--- src/rtl/udp_panel_stream_writer.sv ---
// UDP payload to LED-panel write port: decodes a header beat, then turns pixel
// beats into per-panel RGB888 writes with explicit or auto-increment addressing.
module udp_panel_stream_writer #(
    parameter logic [7:0]  PORT_MSB   = 8'h80,
    parameter int unsigned NUM_PANELS = 8,
    parameter int unsigned ADDR_W     = 14
) (
    input  logic                  clk,
    input  logic                  reset,
    input  logic                  udp_source_valid,
    input  logic                  udp_source_last,
    output logic                  udp_source_ready,
    input  logic [15:0]           udp_source_dst_port,
    input  logic [31:0]           udp_source_data,
    input  logic [3:0]            udp_source_error,
    output logic [NUM_PANELS-1:0] ctrl_en,
    output logic [ADDR_W-1:0]     ctrl_addr,
    output logic [23:0]           ctrl_wdat,
    output logic [15:0]           pkt_count,
    output logic [15:0]           drop_count,
    output logic                  led_reg
);

    localparam int unsigned PIX_W = 32 - ADDR_W;
    localparam int unsigned CH_W  = PIX_W / 3;

    typedef enum logic [1:0] {
        IDLE       = 2'd0,
        START_ADDR = 2'd1,
        PIXELS     = 2'd2,
        DISCARD    = 2'd3
    } state_t;

    state_t                state_q, state_d;
    logic [NUM_PANELS-1:0] mask_q, mask_d;
    logic [1:0]            mode_q, mode_d;
    logic [ADDR_W-1:0]     cnt_q, cnt_d;
    logic [NUM_PANELS-1:0] en_q, en_d;
    logic [ADDR_W-1:0]     addr_q, addr_d;
    logic [23:0]           wdat_q, wdat_d;
    logic [15:0]           pkt_q, pkt_d;
    logic [15:0]           drop_q, drop_d;
    logic                  led_q, led_d;

    logic [31:0]      w_c;
    logic             accept_c;
    logic             err_c;
    logic             hdr_bad_c;
    logic             pkt_inc_c;
    logic             drop_inc_c;
    logic [PIX_W-1:0] pix_c;
    logic [23:0]      pix_wdat_c;
    logic             unused_c;

    // Channel MSB-justified into a byte; channels wider than 8 keep their top bits.
    function automatic logic [7:0] ch_to_byte(input logic [CH_W-1:0] ch);
        logic [15:0] t;
        t = 16'(ch) << (16 - CH_W);
        return t[15:8];
    endfunction

    assign udp_source_ready = ~reset;
    assign accept_c         = udp_source_valid & udp_source_ready;
    assign err_c            = |udp_source_error;
    assign w_c              = {udp_source_data[7:0], udp_source_data[15:8],
                               udp_source_data[23:16], udp_source_data[31:24]};
    assign hdr_bad_c        = (udp_source_dst_port[15:8] != PORT_MSB) | err_c | w_c[17];
    assign pix_c            = w_c[PIX_W-1:0];
    assign pix_wdat_c       = {ch_to_byte(pix_c[PIX_W-1 -: CH_W]),
                               ch_to_byte(pix_c[2*CH_W-1 -: CH_W]),
                               ch_to_byte(pix_c[CH_W-1:0])};
    assign unused_c         = ^udp_source_dst_port[7:0];

    always_comb begin
        state_d    = state_q;
        mask_d     = mask_q;
        mode_d     = mode_q;
        cnt_d      = cnt_q;
        en_d       = '0;
        addr_d     = addr_q;
        wdat_d     = wdat_q;
        pkt_inc_c  = 1'b0;
        drop_inc_c = 1'b0;

        case (state_q)
            IDLE: begin
                if (accept_c) begin
                    if (udp_source_last) begin
                        drop_inc_c = 1'b1;
                    end else if (hdr_bad_c) begin
                        drop_inc_c = 1'b1;
                        state_d    = DISCARD;
                    end else begin
                        mask_d  = w_c[NUM_PANELS-1:0];
                        mode_d  = w_c[17:16];
                        state_d = w_c[16] ? START_ADDR : PIXELS;
                    end
                end
            end
            START_ADDR: begin
                if (accept_c) begin
                    if (err_c || udp_source_last) begin
                        drop_inc_c = 1'b1;
                        state_d    = udp_source_last ? IDLE : DISCARD;
                    end else begin
                        cnt_d   = w_c[ADDR_W-1:0];
                        state_d = PIXELS;
                    end
                end
            end
            PIXELS: begin
                if (accept_c) begin
                    if (err_c) begin
                        drop_inc_c = 1'b1;
                        state_d    = udp_source_last ? IDLE : DISCARD;
                    end else begin
                        en_d = mask_q;
                        if (mode_q == 2'd0) begin
                            addr_d = w_c[31 -: ADDR_W];
                            wdat_d = pix_wdat_c;
                        end else begin
                            addr_d = cnt_q;
                            wdat_d = w_c[23:0];
                            cnt_d  = cnt_q + ADDR_W'(1);
                        end
                        if (udp_source_last) begin
                            pkt_inc_c = 1'b1;
                            state_d   = IDLE;
                        end
                    end
                end
            end
            DISCARD: begin
                if (accept_c && udp_source_last) begin
                    state_d = IDLE;
                end
            end
            default: state_d = IDLE;
        endcase

        pkt_d  = (pkt_inc_c && pkt_q != 16'hFFFF) ? pkt_q + 16'd1 : pkt_q;
        drop_d = (drop_inc_c && drop_q != 16'hFFFF) ? drop_q + 16'd1 : drop_q;
        led_d  = (state_d != IDLE);
    end

    always_ff @(posedge clk) begin
        if (reset) begin
            state_q <= IDLE;
            mask_q  <= '0;
            mode_q  <= '0;
            cnt_q   <= '0;
            en_q    <= '0;
            addr_q  <= '0;
            wdat_q  <= '0;
            pkt_q   <= '0;
            drop_q  <= '0;
            led_q   <= 1'b0;
        end else begin
            state_q <= state_d;
            mask_q  <= mask_d;
            mode_q  <= mode_d;
            cnt_q   <= cnt_d;
            en_q    <= en_d;
            addr_q  <= addr_d;
            wdat_q  <= wdat_d;
            pkt_q   <= pkt_d;
            drop_q  <= drop_d;
            led_q   <= led_d;
        end
    end

    assign ctrl_en    = en_q;
    assign ctrl_addr  = addr_q;
    assign ctrl_wdat  = wdat_q;
    assign pkt_count  = pkt_q;
    assign drop_count = drop_q;
    assign led_reg    = led_q;

endmodule

--- config.mk ---
export PLATFORM = sky130hd
export DESIGN_NAME = udp_panel_stream_writer
export DESIGN_NICKNAME = d
export VERILOG_FILES = /design/src/rtl/udp_panel_stream_writer.sv
export SDC_FILE = /design/constraint.sdc
export NUM_CORES = 1
export LEC_CHECK = 0
export CAP_MARGIN = 30
export CELL_PAD_IN_SITES_DETAIL_PLACEMENT = 0
export CELL_PAD_IN_SITES_GLOBAL_PLACEMENT = 1
export CORE_MARGIN = 2
export CORE_UTILIZATION = 39
export CTS_BUF_LIST = sky130_fd_sc_hd__clkbuf_4
export DETAILED_ROUTE_END_ITERATION = 7
export GPL_TIMING_DRIVEN = 1
export PLACE_DENSITY_LB_ADDON = 0.1
export SYNTH_ARGS = -nofsm -noshare
export SYNTH_HDL_FRONTEND = slang
export SYNTH_SLANG_ARGS = --single-unit
--- constraint.sdc ---
create_clock -name clk -period 7.6 [get_ports clk]
set_input_delay 1.52 -clock clk [delete_from_list [all_inputs] [get_ports clk]]
set_output_delay 1.52 -clock clk [all_outputs]
set_load 0.05 [all_outputs]
Word-level counts from Yosys, hierarchy flattened --
Index checks and enable logic that the tools add are counted.
Word-level totals: register bits after elaboration 105, memories 0, RAM bits 0, bits in latches 0, bits in read-only memories 0, logic and storage cells 78, input port bits 56, output and inout bits 80
Operators by class: div/mod/pow operators 0, mux-type cells 32, magnitude comparators 0, $mul 0, bitwise logic cells 9, equality and inequality tests 11, reduce and logical (&&, ||, !) cells 13, shift-type cells 0, add/sub/neg operators 3
Operator list (count):
- $mux 14 | 6
- $add 16x1->16 const B | 2
- $ne 16x16->1 const B | 2
- $pmux 14 s2 | 1
- $mux 24 | 1
- $mux 2 | 11
- $add 14x1->14 const B | 1
- $mux 1 | 11
- $ne 2x2->1 const B | 5
- $ne 8x8->1 const B | 1
- $pmux 2 s4 | 1
- $reduce_or 7->1 | 1
- $not 1->1 | 6
- $reduce_and 6->1 | 1
- $eq 2x2->1 const B | 2
- $logic_not 2->1 | 2
- $reduce_and 4->1 | 1
- $reduce_bool 2->1 | 2
- $reduce_or 4->1 | 1
- $logic_and 1x1->1 | 3
- $pmux 1 s3 | 1
- $reduce_and 3->1 | 1
- $eq 2x1->1 const B | 1
- $or 1x1->1 | 2
- 2 further kinds | 2

Depth between registers and ports, before layout --
word-level depth 8, depth in mapped cells 9, depth with buffers taken out 7

Worst setup path before layout --
Ideal clock, no wire load.
path type input to output, start in reset, end out udp_source_ready, path slack 3.436 ns, stages 4, arrival time 2.644 ns, required time 6.080 ns, cell sequence clkbuf_1 > clkbuf_1 > inv_1 > clkbuf_1
On the way: word-level cells in the longest chain between the ends 1
RTL lines:
- from (decl) | RTL line 9 | input logic reset,
- $not 1->1 | RTL line 62 | assign udp_source_ready = ~reset;
- to (decl) | RTL line 12 | output logic udp_source_ready,
No other way between the ends.

Final worst setup path --
Ends and elaborated chain as after synthesis.

==> impl_results.md <==
* Critical-path top delay cell: clkdlybuf4s50_1
* DRT antenna net count at 0
* Site row count at 41
* Die height at 117 um
* Clk slew on worst S/H paths at 0.17 ns
* Area growth from synthesis to layout at 29.6%
* Leak pwr at 2.15 nW
* VDD IR max at 72.3 uV
* Most frequent cells in the layout: clkdlybuf4s50_1, nand2_1, dfxtp_1, nor2_1
* Critical path origin: reset
* TritonCTS Buffers at 9
* Status: completed
* Seq cells post-synth at 105
* TNS Setup at 0 ns
* Clk_lat worst skew at 0.49 ns
* Reg2reg path depth at 7
* Initial Util at 39.6%
* Layout cell share with drive strength beyond 1 at 4.56%
* Ports at 136
* Vias at 4,844
* Worst-Margin Slew at 1.03 ns
* Final Skew at 0.0207 ns
* Smallest hold slack at 0.458 ns
* Syn avg cell area at 7.97 um^2
* Fillers at 1,282
* Peak Freq at 219 MHz
* FF-to-FF setup slack at 4.31 ns
* Antenna cell count at 0
* WS Path Type: in2out
* Worst endpoint data arrival time at 3.05 ns
* Final core utilization at 51.3%
* Root buffer cell: clkbuf_4
* Dpl cells at 879
* Detailed-route DRC error count at 0
* Vias in the first global route at 4,508
* Hold_buf cts at 0
* RR Startpoint: state_q[0]$_SDFF_PP0_
* Number of nets in the final layout at 783
* Final min period at 4.57 ns
* Syn Nets at 686
* Critical path fanouts, max at 15
* Max_cap viols at 0
* Number of flip-flops in the largest register at 24
* Tcrit/Tclk final at 60.1%
* CP bufs+invs at 3
* DRT Pass-1 Iters at 4
* Port bufs at 127
* Vias per std cell at 5.41
* Global-route wire length before repair at 22,400 um
* Die ar. at 13,600 um^2
* Cell Area, Synth at 4950 um^2
* Clk sinks at 105
* Critical Path Start Type: primary input
* FFs w/ async S/R, synth at 0%
* Relative slew slack at 30.9%
* H-tree depth at 3
* DP HPWL at 9640 um
* Hold Violations, Final at 0
* EDFF count, synth at 0
* Synth top area cells: dfxtp_1, nand2_1, a311oi_1, nor2_1, nand3_1
* CTS Buffer Depth at 2
* Post-Syn Instances at 621
* Fin area at 6420 um^2
* Core region area at 12,500 um^2
* Post-synth top area share at 42.5%
* Post-CTS setup buffers at 0
* Initial antenna violation count at 0
* Dpl cell area at 6280 um^2
* Total gr overflow at 0
* Required arrival time at the worst endpoint at 6.08 ns
* Non-Filler Instances at 895
* Sequential fraction of the synthesis area at 42.5%
* WL/cell at 15.8 um
* Crit end category: primary output
* RSZ-0062 raised after global routing: no
* Worst hold-check path type: reg2reg
* Post-synth top area cell: dfxtp_1
* Synth cell types at 52
* Global Route Usage Sum at 21.0%
* Routed WL at 14,200 um
* Worst path max stage delay at 0.92 ns
* Worst path cell trace: buf_2 > inv_1 > clkdlybuf4s50_1
* Pin count of the biggest net entering global routing at 89
* Ys Warns at 0
* Commonest non-fill, non-tap cell in the layout: clkdlybuf4s50_1
* Final Setup Violations at 0
* CP endpoint: udp_source_ready
* CTS tree: yes
* PostCTS Resize Cnt at 0
* Critical path depth at 3
* Cell family with most CP delay: buffers and inverters
* Pwr Density at 149 nW/um^2
* 1st-iter DRT viols at 222
* Final GP Congestion at 0.762
* Fin. max-slew vios at 0
* Die width at 117 um
* Top_reg_cell synth: dfxtp_1
* Worst r2r dst: pkt_count[13]$_SDFFE_PP0P_
report_power, final:
part | internal (W) | leakage [nW] | switching (W)
registers | 0.000555 | 0.846 | 0.00000419
clock network | 0.0000785 | 0.0770 | 0.000218
logic | 0.0000417 | 1.23 | 0.0000610
total | 0.000675 | 2.15 | 0.000283
through the flow:
step,power [W],setup slack [ns]
global route,0.00100,3.00
detailed placement,0.000673,3.04
global placement,0.000672,3.05
CTS,0.000970,3.03
floorplan,0.000624,3.44
finish,0.000958,3.03
worst min-delay path, stage by stage, from the launching register on:
cell and delay (ns):
dfxtp_1 0.34, nand3_1 0.06, nand2_1 0.04
area by class of cell:
type                    count  area (um^2)  share of cell area (%)
clock inverters             7         71.3                    1.11
flip-flops and latches    105         2100                    32.8
multi-input cells         461         2630                    41.0
well taps                 172          215                    3.35
repair buffers            130         1290                    20.1
inverters                  11         41.3                   0.644
clock buffers               9         67.6                    1.05
logic make-up (layout without fill, tap and decap cells):
| group | after synthesis | count (layout) | synth area share (%) |
|---|---|---|---|
| adders and majority gates | 9 | 9 | 2.27 |
| DFF | 105 | 105 | 42.5 |
| and+or+nand+nor | 310 | 310 | 30.1 |
| AOI/OAI and AO/OA | 120 | 120 | 16.3 |
| buffers and inverters | 55 | 157 | 4.57 |
| muxes | 9 | 9 | 1.97 |
| xor gates and xnor gates | 13 | 13 | 2.30 |
per-layer routing:
layer | GRT usage [%] | part of all wire [%]
met1 | 26.8 | 44
met2 | 34.2 | 46
met3 | 4.98 | 6.7
met4 | 9.02 | 2.5
met5 | 0 | 0
cells in the mapped netlist (8+ instances only):
cell type / count
and4_1: 9
inv_1: 11
a21oi_1: 30
nand2_1: 119
or3_1: 12
clkbuf_1: 35
a311oi_1: 33
nor2_1: 64
o21ai_0: 22
nand4_1: 10
nor2b_1: 8
and2_1: 13
ha_1: 9
nand3_1: 33
nor3_1: 14
xnor2_1: 12
dfxtp_1: 105
how the worst min path moves through the flow:
stage,from,to,slack [ns],cells past startpoint
2_1_floorplan,mask_q[0]$_SDFFE_PP0P_,mask_q[0]$_SDFFE_PP0P_,0.42,2
3_3_place_gp,mask_q[5]$_SDFFE_PP0P_,mask_q[5]$_SDFFE_PP0P_,0.43,2
3_5_place_dp,mask_q[0]$_SDFFE_PP0P_,mask_q[0]$_SDFFE_PP0P_,0.44,2
4_1_cts,mask_q[0]$_SDFFE_PP0P_,mask_q[0]$_SDFFE_PP0P_,0.46,2
5_1_grt,mask_q[5]$_SDFFE_PP0P_,mask_q[5]$_SDFFE_PP0P_,0.49,2
6_report,mask_q[0]$_SDFFE_PP0P_,mask_q[0]$_SDFFE_PP0P_,0.46,2
(Power assumes the default switching activity.)
